File: src/rtl/pipeline_hazard_ctrl.sv
// Hazard controller for a 5-stage RV32I pipeline. It produces the PC and IF/ID
// enables and the IF/ID and ID/EX stall/flush controls, and counts stall and flush events.
module pipeline_hazard_ctrl #(
  parameter int unsigned LOAD_STALL_CYCLES = 1,
  parameter logic [1:0]  LOAD_SRC          = 2'b01,
  parameter int unsigned CNT_W             = 16
) (
  input  logic             clk,
  input  logic             rst,
  input  logic [4:0]       id_rs1,
  input  logic [4:0]       id_rs2,
  input  logic             id_use_rs1,
  input  logic             id_use_rs2,
  input  logic [4:0]       ex_rd,
  input  logic             ex_ruwr,
  input  logic [1:0]       ex_rudatawrsrc,
  input  logic             ex_br_taken,
  input  logic             ex_ebreak,
  input  logic             resume,
  output logic             pc_en,
  output logic             ifid_en,
  output logic             ifid_flush,
  output logic             idex_stall,
  output logic             idex_flush,
  output logic             halted,
  output logic [CNT_W-1:0] stall_cnt,
  output logic [CNT_W-1:0] flush_cnt
);

  typedef enum logic [1:0] {
    RUN   = 2'd0,
    STALL = 2'd1,
    HALT  = 2'd2
  } state_t;

  localparam logic [2:0]       STALL_LOAD = 3'(LOAD_STALL_CYCLES - 1);
  localparam logic [CNT_W-1:0] CNT_MAX    = '1;

  state_t     state, state_nxt;
  logic [2:0] bub_cnt, bub_cnt_nxt;
  logic       hazard;
  logic       stall_inc;
  logic       flush_inc;

  assign hazard = ex_ruwr && (ex_rudatawrsrc == LOAD_SRC) && (ex_rd != 5'd0) &&
                  ((id_use_rs1 && (id_rs1 == ex_rd)) || (id_use_rs2 && (id_rs2 == ex_rd)));

  always_comb begin
    state_nxt   = state;
    bub_cnt_nxt = bub_cnt;
    pc_en       = 1'b1;
    ifid_en     = 1'b1;
    ifid_flush  = 1'b0;
    idex_stall  = 1'b0;
    idex_flush  = 1'b0;
    stall_inc   = 1'b0;
    flush_inc   = 1'b0;
    // In reset the pipeline sees free-running, hazard-free controls.
    if (!rst) begin
      unique case (state)
        RUN: begin
          if (ex_ebreak) begin
            pc_en      = 1'b0;
            ifid_en    = 1'b0;
            idex_flush = 1'b1;
            state_nxt  = HALT;
          end else if (ex_br_taken) begin
            ifid_flush = 1'b1;
            idex_flush = 1'b1;
            flush_inc  = 1'b1;
          end else if (hazard) begin
            pc_en      = 1'b0;
            ifid_en    = 1'b0;
            idex_stall = 1'b1;
            stall_inc  = 1'b1;
            if (LOAD_STALL_CYCLES > 1) begin
              state_nxt   = STALL;
              bub_cnt_nxt = STALL_LOAD;
            end
          end
        end
        STALL: begin
          // EX only holds bubbles here, so branch and ebreak are not looked at.
          pc_en       = 1'b0;
          ifid_en     = 1'b0;
          idex_stall  = 1'b1;
          stall_inc   = 1'b1;
          bub_cnt_nxt = bub_cnt - 3'd1;
          if (bub_cnt == 3'd1) state_nxt = RUN;
        end
        HALT: begin
          pc_en      = 1'b0;
          ifid_en    = 1'b0;
          idex_stall = 1'b1;
          if (resume) state_nxt = RUN;
        end
        default: state_nxt = RUN;
      endcase
    end
  end

  always_ff @(posedge clk or posedge rst) begin
    if (rst) begin
      state   <= RUN;
      bub_cnt <= 3'd0;
    end else begin
      state   <= state_nxt;
      bub_cnt <= bub_cnt_nxt;
    end
  end

  always_ff @(posedge clk or posedge rst) begin
    if (rst) begin
      stall_cnt <= '0;
      flush_cnt <= '0;
    end else begin
      if (stall_inc && (stall_cnt != CNT_MAX)) stall_cnt <= stall_cnt + 1'b1;
      if (flush_inc && (flush_cnt != CNT_MAX)) flush_cnt <= flush_cnt + 1'b1;
    end
  end

  assign halted = (state == HALT);

endmodule
File: config.mk
export PLATFORM = sky130hd
export DESIGN_NAME = pipeline_hazard_ctrl
export DESIGN_NICKNAME = d
export VERILOG_FILES = /design/src/rtl/pipeline_hazard_ctrl.sv
export SDC_FILE = /design/constraint.sdc
export NUM_CORES = 1
export LEC_CHECK = 0
export ABC_AREA = 1
export ABC_CLOCK_PERIOD_IN_PS = 3900
export BUFFER_PORTS_ARGS = -buffer_cell sky130_fd_sc_hd__buf_2
export CAP_MARGIN = 20
export CELL_PAD_IN_SITES_DETAIL_PLACEMENT = 1
export CELL_PAD_IN_SITES_GLOBAL_PLACEMENT = 2
export CORE_ASPECT_RATIO = 1.5
export CORE_MARGIN = 8
export CORE_UTILIZATION = 30
export CTS_CLUSTER_DIAMETER = 150
export DETAILED_ROUTE_END_ITERATION = 16
export MAX_ROUTING_LAYER = met4
export PLACE_DENSITY_LB_ADDON = 0.05
export SYNTH_ARGS = -nofsm -noshare
export SYNTH_HDL_FRONTEND = slang
export SYNTH_SLANG_ARGS = --single-unit
File: constraint.sdc
create_clock -name clk -period 3.9 [get_ports clk]
set_input_delay 0.39 -clock clk [delete_from_list [all_inputs] [get_ports clk]]
set_output_delay 0.39 -clock clk [all_outputs]
set_load 0.005 [all_outputs]
==> results <==
- The first-pass GRT wire length is 12.6 mm.
- The maximum buffer depth of the clock tree is 2.
- The via count of the first global-routing pass was 2,559.
- The CTS tree is done.
- The number of search-and-repair iterations in the first detailed-routing pass is 4.
- The clock reaches the later pin of the worst-skew pair after 0.28 ns.
- The total routing resource utilization after global routing is 14.9%.
- For this run, the number of Yosys warnings is 0.
- The tightest min-delay check is of the in -> async type.
- On the final layout, the worst clock skew is 0.00816 ns.
- Static timing analysis puts the maximum clock frequency at 408 MHz.
- The count of final max-slew check failures is 0.
- The setup path with the least slack is of type reg -> reg.
- For the pin with the worst max-slew slack, the measured transition is 0.840 ns.
- The cell area after synthesis is 2360 um2.
- STA puts the critical path data required time at 4.06 ns.
- The number of top-level pins is 63.
- Dividing the detail-routed via count by the number of cells gives 4.70.
- The final setup violation count is 0.
- The last weighted congestion value of the routability-driven placer is 0.785.
- In this run the horizontal extent of the chip is 88.4 um.
- In the final timing run, aggregate negative setup slack is 0 ns.
- The number of sinks driven by the clock tree is 33.
- The top-area cell type share of the netlist area is 35.0%.
- The number of storage elements in the synthesis netlist is 33.
- The finished layout holds 499 standard cells, fillers aside.
- In this run the number of H-tree levels came out at 2.
- The number of failing hold endpoints at the final stage is 0.
- The register clock-pin slew on the reported worst setup and hold paths is 0.06 ns.
- The number of nets handed over by synthesis was 359.
- Sorting the synthesized cells by area gives the leading types as sky130_fd_sc_hd__dfrtp_1 (35%), sky130_fd_sc_hd__nand2_1 (16%), sky130_fd_sc_hd__xor2_1 (8.2%).
- For this run the aggregate overflow at the end of global routing stands at 0.
- The launch instance of the worst register-to-register path is stall_cnt[0].
- The post-layout minimum cycle time is 2.45 ns.
- VDD sags by at most 0.000143 V.
- The worst setup path is captured at a flip-flop.
- A synthesized cell averages 7.11 um2.
- In this run the core area contains 39 standard-cell rows.
- The final layout net count is 423.
- For the worst setup path, the data arrival time is 2.62 ns.
- The number of distinct library cells after synthesis is 26.
- The initial cell density of the core is 31.0%.
- In this run the post-CTS setup repair buffer count came out at 0.
- For this run, design rule violations remaining after detail routing come to 0.
- Input and output buffers added on the ports amount to 62.
- The number of design-rule violations left by the first detailed-router iteration is 56.
- The proportion of layout cells with a drive suffix above 1 is 22.4%.
- The dominant cell type by area after synthesis is sky130_fd_sc_hd__dfrtp_1.
- The worst slew slack as a fraction of its limit is 43.6%.
- For the worst flop-to-flop path, the logic depth is 8.
- The destination of the worst register-to-register timing path is stall_cnt[7].
- Setup repair after global routing left no endpoint under its margin.
- The post-placement cell count is 491.
- The number of inserted diodes is 0.
- The tool flagged a number of max-cap violations equal to 0.
- In this run, CTS created clock tree buffers numbering 5.
- The critical path launch point type is a flip-flop.
- The sequential cell area fraction in the yosys report is 35.0%.
- The placeable core area is 7610 um2.
- In this run the worst path has a maximum fanout of 14.
- The chip height is 125 um.
- The count of vias placed by the detailed router is 2,347.
- The die covers 11,000 um2.
- The largest net degree at the start of global routing is 36.
- The filler cells instantiated in the layout total 1,033.
- The tree is rooted in a sky130_fd_sc_hd__clkbuf_16.
- The number of cells produced by synthesis is 332.
- The count of nets left with antenna violations once routing finished came out at 0.
- The initial antenna violation count is 0.
- The power density of the placed cells is 347 nW/um2.
- The total wirelength of the detailed-routed design is 7.35 mm.
- The wire-length estimate of the detail-placed layout is 5.92 mm.
- The area growth from synthesis to layout is 23.1%.
- Dividing the detail-routed wire length by the instance count gives 14.7 um.
- Setup slack on the worst reg-to-reg path comes out at 1.45 ns.
- For this design the static power due to leakage is 1.51 nW.
- In the finished design, the share of the clock period the worst path needs comes to 62.8%.
- The number of gates resized after CTS is 0.
- The run finished with clean final reports.
- Hold repair after CTS inserted 0 buffers.
-- cell usage in the layout, fill, tap and decap left out, drive strengths merged, types with 5 or more instances in the layout --
| cell type | netlist | layout |
|---|---|---|
| nand2 | 101 | 101 |
| buf | 5 | 63 |
| inv | 52 | 52 |
| dfrtp | 33 | 33 |
| nor2 | 32 | 32 |
| nand3 | 31 | 31 |
| xor2 | 22 | 22 |
| o21bai | 13 | 13 |
| nand4 | 10 | 10 |
| nor3 | 10 | 10 |
| o21ai | 7 | 7 |
| clkbuf | 1 | 5 |
-- final cells by class --
type	instances	area [um2]	area share [%]
clock buffer	5	125	4.31
clock inverter	3	17.5	0.603
inverter	52	195	6.72
multi-input combinational	241	1300	44.6
sequential	33	826	28.4
tap	102	128	4.39
timing repair buffer	63	318	10.9
-- Yosys cell counts (all sizes together) --
library cell / number
nand2: 101
inv: 52
dfrtp: 33
nor2: 32
nand3: 31
xor2: 22
o21bai: 13
nand4: 10
nor3: 10
o21ai: 7
buf: 5
a21oi: 4
xnor2: 3
ha: 2
nand3b: 2
nor3b: 2
clkbuf: 1
nor2b: 1
nor4: 1
-- report_power, final --
group / internal, mW / switching, mW
logic: 0.0805 / 0.115
registers: 0.378 / 0.0453
clock network: 0.234 / 0.156
-- routing by layer --
| layer | track usage (%) | share of wire (%) |
|---|---|---|
| met2 | 27.2 | 56 |
| met5 | - | 0 |
| met4 | 4.20 | 1.3 |
| met1 | 15.6 | 39 |
| met3 | 2.31 | 3.3 |
-- registers in the layout, indices dropped and copies added (netlist names) --
| signal | flops |
|---|---|
| stall_cnt | 16 |
| state | 1 |
| flush_cnt | 16 |
-- worst max path at each step --
stage               endpoint          from  slack, ns  depth (start not counted)
3_3_place_gp    stall_cnt[9]  stall_cnt[0]       1.51                          8
3_5_place_dp    stall_cnt[7]  stall_cnt[0]       1.41                          8
4_1_cts         stall_cnt[7]  stall_cnt[0]       1.43                          8
2_1_floorplan  flush_cnt[10]           rst       1.99                          8
5_1_grt         stall_cnt[9]  stall_cnt[0]       1.20                          8
6_report        stall_cnt[7]  stall_cnt[0]       1.45                          8
-- cells by family (layout without fill, tap and decap cells) --
family                     count (synthesis)  in the layout  share of synthesized area [%]
and+or+nand+nor                          190            190                           38.1
buffers and inverters                     58            123                           10.1
DFF                                       33             33                           35.0
xor gates and xnor gates                  25             25                           9.28
AOI/OAI and AO/OA                         24             24                           6.47
adders and majority gates                  2              2                           1.06
-- metrics by stage --
step	setup WS [ns]	area, um2	hold slack [ns]	total power [mW]	utilization, %
floorplan	1.99	2360	0.341	0.532	-
global placement	1.51	2760	0.483	0.625	36.3
detailed placement	1.41	2760	0.513	0.634	36.3
CTS	1.43	2910	0.257	1.03	38.2
global route	1.20	2910	0.281	1.08	38.2
finish	1.45	2910	0.234	1.01	38.2
-- worst max-delay path, cell delays in order, from the launching register on --
cell	delay [ns]
sky130_fd_sc_hd__dfrtp_1	0.43
sky130_fd_sc_hd__ha_1	0.25
sky130_fd_sc_hd__nand3_2	0.14
sky130_fd_sc_hd__nor2_4	0.14
sky130_fd_sc_hd__nand3_2	0.12
sky130_fd_sc_hd__nor4_4	0.65
sky130_fd_sc_hd__inv_2	0.35
sky130_fd_sc_hd__nand3_1	0.19
sky130_fd_sc_hd__nand2_1	0.06
Note: power is estimated with default switching activity, not from simulation.
